==> config.mk <==
export PLATFORM = sky130hd
export DESIGN_NAME = nonrestoring_divider
export DESIGN_NICKNAME = d
export VERILOG_FILES = /design/src/rtl/nonrestoring_divider.sv
export SDC_FILE = /design/constraint.sdc
export NUM_CORES = 1
export LEC_CHECK = 0
export ABC_AREA = 1
export CAP_MARGIN = 20
export CELL_PAD_IN_SITES_DETAIL_PLACEMENT = 1
export CELL_PAD_IN_SITES_GLOBAL_PLACEMENT = 1
export CORE_ASPECT_RATIO = 1.2
export CORE_MARGIN = 2
export CORE_UTILIZATION = 35
export CTS_CLUSTER_SIZE = 14
export DETAILED_ROUTE_END_ITERATION = 6
export PLACE_DENSITY_LB_ADDON = 0.1
export SYNTH_ARGS = -nofsm -noshare
export SYNTH_HDL_FRONTEND = slang
export SYNTH_SLANG_ARGS = --single-unit
==> constraint.sdc <==
create_clock -name clk -period 3.6 [get_ports clk]
set_input_delay 0.72 -clock clk [delete_from_list [all_inputs] [get_ports clk]]
set_output_delay 0.72 -clock clk [all_outputs]
set_load 0.03 [all_outputs]
==> src/rtl/nonrestoring_divider.sv <==
// Sequential non-restoring divider, one quotient bit per clock, start/finish handshake.
// Define DIVIDER_SIGNED_EN for two's-complement operands; default build is unsigned.
module nonrestoring_divider #(
    parameter int WIDTH = 8
) (
    input  logic             clk,
    input  logic             rst,
    input  logic             start,
    input  logic [WIDTH-1:0] dividend,
    input  logic [WIDTH-1:0] divisor,
    output logic             finish,
    output logic [WIDTH-1:0] quotient,
    output logic [WIDTH-1:0] remainder,
    output logic             div_by_zero
);

    localparam logic [1:0] S_IDLE = 2'd0;
    localparam logic [1:0] S_ITER = 2'd1;
    localparam logic [1:0] S_FIX  = 2'd2;
    localparam logic [1:0] S_DONE = 2'd3;

    localparam int CW = $clog2(WIDTH + 1);
    localparam logic [CW-1:0] CNT_INIT = CW'(WIDTH);
    localparam logic [CW-1:0] CNT_ONE  = CW'(1);

    logic [1:0]       r_state;
    logic [CW-1:0]    r_cnt;
    logic [WIDTH:0]   r_p;
    logic [WIDTH-1:0] r_q;
    logic [WIDTH:0]   r_d;
    logic [WIDTH-1:0] r_dividend;
    logic             r_dz;
    logic             r_finish;
    logic             r_dz_out;
    logic [WIDTH-1:0] r_quotient;
    logic [WIDTH-1:0] r_remainder;
`ifdef DIVIDER_SIGNED_EN
    logic             r_sa;
    logic             r_sb;
`endif

    logic [WIDTH-1:0] w_a_mag;
    logic [WIDTH-1:0] w_b_mag;
    logic [WIDTH:0]   w_p_sh;
    logic [WIDTH:0]   w_p_new;
    logic [WIDTH-1:0] w_r_mag;
    logic [WIDTH-1:0] w_quot;
    logic [WIDTH-1:0] w_rem;

    // Operand magnitudes; |most-negative| still fits in WIDTH unsigned bits
    always_comb begin
`ifdef DIVIDER_SIGNED_EN
        w_a_mag = dividend[WIDTH-1] ? ({WIDTH{1'b0}} - dividend) : dividend;
        w_b_mag = divisor[WIDTH-1]  ? ({WIDTH{1'b0}} - divisor)  : divisor;
`else
        w_a_mag = dividend;
        w_b_mag = divisor;
`endif
    end

    // One non-restoring step; the add/subtract choice follows the sign of P before the shift
    always_comb begin
        w_p_sh  = {r_p[WIDTH-1:0], r_q[WIDTH-1]};
        w_p_new = r_p[WIDTH] ? (w_p_sh + r_d) : (w_p_sh - r_d);
    end

    // Final remainder correction, sign application and divide-by-zero override
    always_comb begin
        w_r_mag = r_p[WIDTH] ? (r_p[WIDTH-1:0] + r_d[WIDTH-1:0]) : r_p[WIDTH-1:0];
`ifdef DIVIDER_SIGNED_EN
        w_quot  = (r_sa ^ r_sb) ? ({WIDTH{1'b0}} - r_q) : r_q;
        w_rem   = r_sa ? ({WIDTH{1'b0}} - w_r_mag) : w_r_mag;
`else
        w_quot  = r_q;
        w_rem   = w_r_mag;
`endif
        if (r_dz) begin
            w_quot = {WIDTH{1'b1}};
            w_rem  = r_dividend;
        end else begin
            w_quot = w_quot;
            w_rem  = w_rem;
        end
    end

    // Datapath and FSM; start aborts whatever is in flight
    always_ff @(posedge clk) begin
        if (rst) begin
            r_state     <= S_IDLE;
            r_cnt       <= {CW{1'b0}};
            r_p         <= {(WIDTH+1){1'b0}};
            r_q         <= {WIDTH{1'b0}};
            r_d         <= {(WIDTH+1){1'b0}};
            r_dividend  <= {WIDTH{1'b0}};
            r_dz        <= 1'b0;
            r_quotient  <= {WIDTH{1'b0}};
            r_remainder <= {WIDTH{1'b0}};
`ifdef DIVIDER_SIGNED_EN
            r_sa        <= 1'b0;
            r_sb        <= 1'b0;
`endif
        end else if (start) begin
            r_state    <= S_ITER;
            r_cnt      <= CNT_INIT;
            r_p        <= {(WIDTH+1){1'b0}};
            r_q        <= w_a_mag;
            r_d        <= {1'b0, w_b_mag};
            r_dividend <= dividend;
            r_dz       <= (divisor == {WIDTH{1'b0}});
`ifdef DIVIDER_SIGNED_EN
            r_sa       <= dividend[WIDTH-1];
            r_sb       <= divisor[WIDTH-1];
`endif
        end else begin
            case (r_state)
                S_ITER: begin
                    r_p   <= w_p_new;
                    r_q   <= {r_q[WIDTH-2:0], ~w_p_new[WIDTH]};
                    r_cnt <= r_cnt - CNT_ONE;
                    if (r_cnt == CNT_ONE) begin
                        r_state <= S_FIX;
                    end else begin
                        r_state <= S_ITER;
                    end
                end
                S_FIX: begin
                    r_quotient  <= w_quot;
                    r_remainder <= w_rem;
                    r_state     <= S_DONE;
                end
                S_DONE:  r_state <= S_DONE;
                default: r_state <= S_IDLE;
            endcase
        end
    end

    // Handshake flags trail the state by one edge so they drop on the edge after a restart
    always_ff @(posedge clk) begin
        if (rst) begin
            r_finish <= 1'b0;
            r_dz_out <= 1'b0;
        end else begin
            r_finish <= (r_state == S_DONE);
            r_dz_out <= (r_state == S_DONE) & r_dz;
        end
    end

    assign finish      = r_finish;
    assign div_by_zero = r_dz_out;
    assign quotient    = r_quotient;
    assign remainder   = r_remainder;

endmodule

==> results_dict.tcl, run 1 <==
set metrics [dict create \
    setup_violations 0 \
    yosysWarnings 0 \
    cts_buffer_depth 2 \
    r2r_start "r_p[8]" \
    leakage_nw 1.642 \
    rsz0062_at_grt "false" \
    fin_nets 509 \
    portBuffers 36 \
    drt_iter0_drc 125 \
    start_util_pct 36.41 \
    power-per-cell-area_nw_per_um2 434.5 \
    drv_cap 0 \
    crit_fanout 18 \
    n_fill_cell 1111 \
    ys_ff_latch 58 \
    min_path_type "register to register" \
    fmax_ghz 0.3610 \
    synth.most_common_cell "nand2_1" \
    grt_usage_pct 20.85 \
    ios 37 \
    dp_hpwl_um 7321 \
    core-area_um2 8657 \
    final_layout_size_suffix_gt1_share_pct 7.158 \
    drcViolationCount 0 \
    tns_ps 0 \
    fin_area_um2 3800 \
    gp_congestion 0.8351 \
    path_class "register to register" \
    ir_drop_mv 0.2168 \
    cts_resized 0 \
    maxSlewHeadroom_pct 44.09 \
    dr.pass1.iters 4 \
    reg2reg_setup_slack_ps 830 \
    endpoint_kind "register" \
    routed_wl_um 9585 \
    grt_pass1_wl_um 15920 \
    post_cts_buffers 0 \
    r2r-end "r_p[6]" \
    drtAntennaViolNets 0 \
    pre_cts_slack_ps 857.3 \
    status "completed" \
    dieArea_um2 9783 \
    htree_num_levels 3 \
    clk_latency_ps 350 \
    hold_path_depth 2 \
    grt_pass1_vias 3201 \
    worstPathRequired_ps 3840 \
    die_h_um 108.0 \
    grt_max_degree 23 \
    maxSlewViolCount 0 \
    tritoncts "done" \
    min-delay-start "r_dividend[4]" \
    syn_inst 437 \
    vias_per_cell 5.103 \
    synth_cell_type_count 36 \
    synth_ff_type "dfxtp_1" \
    yosysTopAreaCell "dfxtp_1" \
    arrival_ps 3010 \
    synth_top_area_share_pct 36.84 \
    start_kind "register" \
    row_count 37 \
    min_period_ps 2770 \
    hold_buffers 0 \
    n_antenna_cell 0 \
    synthToLayoutAreaGrowth_pct 20.56 \
    synth-async-reset-ratio_pct 0 \
    holdPathEnd "r_dividend[4]" \
    cts_root_buffer "clkbuf_8" \
    finClkSkew_ps 9.378 \
    synth_area_um2 3152 \
    rr_worst_depth 12 \
    fp.dieW_um 90.63 \
    tightest_slew_ps 837.5 \
    antenna_found_initial 0 \
    clock-sinks 58 \
    fin_crit_sh_pct 76.95 \
    cts_inserted_buffers 9 \
    synth.avg_cell_area_um2 7.212 \
    layout_setup_ws_ps 829.7 \
    finalHoldViolCount 0 \
    grt_overflow 0 \
    synth.top_cells.by_area "dfxtp_1, nand2_1, a21oi_1" \
    final_util_pct 43.89 \
    route.detailed.wl_per_inst_um 16.19 \
    dr_total_vias 3021 \
    synth_edf_count 0 \
    placed_area_um2 3582 \
    syn-num-nets 476 \
    synth_common_cells "nand2_1, dfxtp_1, a21oi_1, inv_1, nand3_1" \
    path_clk_slew_ps 70 \
    ys_seq_area_share_pct 36.84 \
]
worst max-delay path, stage by stage, from the launching register on:
cell and delay [ps]:
dfxtp_1 600, clkinv_1 520, nand2_1 160, o21ai_0 160, fa_1 470, nand3_1 90
nand2_1 100, nand3_1 90, nand3_1 80, nand2_1 70, nand2_1 40, o21ai_0 210
inv_1 70
cell usage in the layout, fill, tap and decap left out, types with 3 or more instances in the layout:
| cell type | netlist | final |
|---|---|---|
| clkinv_2 | 1 | 3 |
| clkdlybuf4s50_1 | 0 | 36 |
| o21ai_1 | 13 | 13 |
| nor4_1 | 3 | 3 |
| o21ai_0 | 28 | 28 |
| nand4_1 | 3 | 3 |
| nand3_1 | 35 | 35 |
| xor2_1 | 10 | 10 |
| ha_1 | 18 | 18 |
| buf_4 | 2 | 3 |
| clkbuf_8 | 0 | 9 |
| a31oi_1 | 7 | 7 |
| a21oi_1 | 56 | 56 |
| nor2_1 | 16 | 16 |
| inv_1 | 50 | 50 |
| inv_2 | 6 | 6 |
| nand2_1 | 91 | 91 |
| xnor2_1 | 4 | 4 |
| dfxtp_1 | 58 | 58 |
through the flow:
stage                     instances  hold slack [ps]  total power, mW
after floorplan                 437            428.6           0.9017
after global placement          576            454.2           0.9847
final                           592            463.4            1.651
after detailed placement        576            454.3           0.9913
after CTS                       592            465.7            1.665
after global routing            592            488.3            1.736
layout make-up:
type | count | area (µm²) | share of cell area [%]
Multi-Input combinational cell | 304 | 1673 | 44.02
Tap cell | 117 | 146.4 | 3.852
Sequential cell | 58 | 1161 | 30.56
Timing Repair Buffer | 39 | 382.9 | 10.08
Clock buffer | 9 | 123.9 | 3.260
Clock inverter | 7 | 93.84 | 2.470
Inverter | 58 | 219.0 | 5.762
report_power, final:
part,switching (mW),total (mW),internal (mW)
Combinational,0.175,0.282,0.107
Sequential,0.0271,0.694,0.667
Clock,0.287,0.675,0.388
how the worst max path moves through the flow:
stage	to	cells past startpoint	from	slack, ps
after CTS	r_p[6]	12	r_p[8]	840
final	r_p[6]	12	r_p[8]	830
after global routing	r_p[6]	12	r_p[8]	560
after detailed placement	r_p[8]	12	r_p[8]	860
after global placement	r_p[8]	12	r_p[8]	890
after floorplan	r_p[7]	14	r_d[1]	1590
layer usage:
metal  wire [µm]  GRT usage, %  share of wire, %  vias up
li1            -             -                 -     1510
met1        4229         24.63                44     1444
met2        4820         36.78                50       51
met3         313         4.251               3.3       16
met4         223         9.011               2.3        0
met5           0             0                 0        -
cells by family after synthesis:
logic type,share of synthesized area [%]
flip-flops,36.84
AO/OA/AOI/OAI,18.74
buffers and inverters,10.08
XOR/XNOR,3.890
adder cells (fa/ha/maj),8.416
AND/OR/NAND/NOR,22.03
sequential cells by signal, indices dropped and copies added (netlist names):
name and cells:
remainder 8, r_dividend 8, r_d 8, r_q 8
r_state 2, r_p 9, r_cnt 4, quotient 8
r_dz 1, finish 1, div_by_zero 1
Power figures use the tool's default switching activity.
==> inputs of run 2 (changes only) <==
Clock period 3.6 ns to 2.6 ns, I/O delays scaled along.
==> run 2 against run 1 <==
Net effect: register-to-register slack got worse by 610 ps; worst hold slack better by 1.9 ps; setup slack worse by 610 ps; combinational power is 43% higher; cell area is 0.36% higher; final cell count increased by 1.2%; core utilization up 0.16 points; critical path depth rose by 2; largest cell class unchanged.
==> results_dict.tcl, run 2 (same netlist as run 1, synthesis figures left out) <==
set metrics [dict create \
    status "completed" \
    n_fill_cell 1124 \
    mostFrequentLayoutCells "nand2_1, dfxtp_1, a21oi_1, inv_1, clkdlybuf4s50_1" \
    drv_cap 0 \
    tritoncts "done" \
    layout_commonest_cell "nand2_1" \
    worstPathRequired_ps 2850 \
    whs_ps 465.3 \
    ir_drop_mv 0.3394 \
    crit_fanout 6 \
    antenna_found_initial 0 \
    tns_ps 0 \
    max_stage_delay_ps 460 \
    cp_slowest_cell "dfxtp_1" \
    n_antenna_cell 0 \
    drtAntennaViolNets 0 \
    final_util_pct 44.05 \
    grt_overflow 0 \
    min_period_ps 2384 \
    setup_violations 0 \
    gp_congestion 0.9002 \
    rsz0062_at_grt "false" \
    grt_pass1_wl_um 16170 \
    fp.dieW_um 90.63 \
    path_clk_slew_ps 70 \
    reg2reg_setup_slack_ps 220 \
    row_count 37 \
    worstPathCellList "inv_1 -> nand3_1 -> nor3_1 -> or2_2 -> xor2_1 -> ha_1 -> nand2_1 -> nand2_1 -> a21oi_1 -> nand2_1 -> nand3_1 -> nand3_1 -> nand2_1 -> inv_1" \
    hold_path_depth 2 \
    routed_wl_um 9702 \
    path_class "register to register" \
    drt_iter0_drc 83 \
    largest_reg_flops 9 \
    cts_inserted_buffers 9 \
    portBuffers 36 \
    dp_cells 583 \
    rr_worst_depth 14 \
    largest_register "r_p" \
    holdPathEnd "r_dividend[7]" \
    hold_buffers 0 \
    r2r-end "r_p[8]" \
    dr.pass1.iters 4 \
    start_kind "register" \
    fin_nets 516 \
    tightest_slew_ps 482.0 \
    clk_latency_ps 350 \
    dr_total_vias 3052 \
    grt_max_degree 23 \
    placed_area_um2 3635 \
    drcViolationCount 0 \
    instances_no_fill 599 \
    htree_num_levels 3 \
    endpoint_kind "register" \
    fmax_ghz 0.4194 \
    dp_hpwl_um 7314 \
    cts_resized 0 \
    finalHoldViolCount 0 \
    synthToLayoutAreaGrowth_pct 21.00 \
    power-per-cell-area_nw_per_um2 561.8 \
    start_util_pct 36.41 \
    grt_pass1_vias 3150 \
    final_layout_size_suffix_gt1_share_pct 8.506 \
    fin_area_um2 3814 \
    clock-sinks 58 \
    crit_path_frequent_cell "nand2_1" \
    dieArea_um2 9783 \
    min-delay-start "r_dividend[7]" \
    grt_usage_pct 21.34 \
    core-area_um2 8657 \
    die_h_um 108.0 \
    vias_per_cell 5.095 \
    maxSlewHeadroom_pct 67.83 \
    r2r_start "r_d[2]" \
    maxSlewViolCount 0 \
    min_path_type "register to register" \
    finClkSkew_ps 8.822 \
    cts_root_buffer "clkbuf_8" \
    ios 37 \
    post_cts_buffers 0 \
    leakage_nw 1.656 \
    fin_crit_sh_pct 91.70 \
    route.detailed.wl_per_inst_um 16.20 \
    cts_buffer_depth 2 \
    arrival_ps 2630 \
]
-- run 2: cell count changes in the layout (fill, tap and decap cells not counted) --
cell and change:
buf_4 +7, bufinv_16 -2, clkbuf_8 +1, clkinv_4 -1, clkinvlp_4 +1, inv_6 +1
-- run 2: worst max-delay path, delay by kind of cell (launching register included) --
kind            cells  cell delay (ps)
flops               1              460
xor+xnor            1              150
simple gates        9             1040
compound gates      1              160
buf+inv             2              140
fa+ha+maj           1              350
-- run 2: per-layer routing --
metal | share of wire [%] | vias to the layer above | GRT usage, %
li1 | - | 1524 | -
met1 | 46 | 1468 | 25.58
met2 | 49 | 42 | 36.83
met3 | 1.9 | 18 | 3.275
met4 | 3.2 | 0 | 11.65
met5 | 0 | - | 0
-- run 2: power breakdown --
part | total (mW) | switching (mW) | internal, mW
clock | 0.779 | 0.408 | 0.371
combinational | 0.404 | 0.248 | 0.156
sequential | 0.960 | 0.0363 | 0.924
total | 2.14 | 0.692 | 1.45
-- run 2: how the worst max path moves through the flow --
stage | from | to | slack, ps
after floorplan | r_d[1] | r_p[7] | 590
after global placement | r_d[2] | r_q[0] | 240
after detailed placement | r_d[2] | r_q[0] | 240
after CTS | r_d[2] | r_q[0] | 230
after global routing | r_d[2] | r_q[0] | 40
final | r_d[2] | r_p[8] | 220
-- run 2: layout make-up --
type	instances	area (µm²)	area share (%)
Multi-Input combinational cell	304	1673	43.86
Sequential cell	58	1161	30.45
Timing Repair Buffer	46	435.4	11.42
Inverter	58	219.0	5.741
Tap cell	117	146.4	3.839
Clock buffer	10	137.6	3.609
Clock inverter	6	41.29	1.083
-- run 2: stage by stage --
step,power (mW),setup slack (ps)
floorplan,1.249,594.1
global placement,1.370,243.1
detailed placement,1.382,243.4
CTS,2.166,228.8
global route,2.267,36.39
finish,2.142,215.9
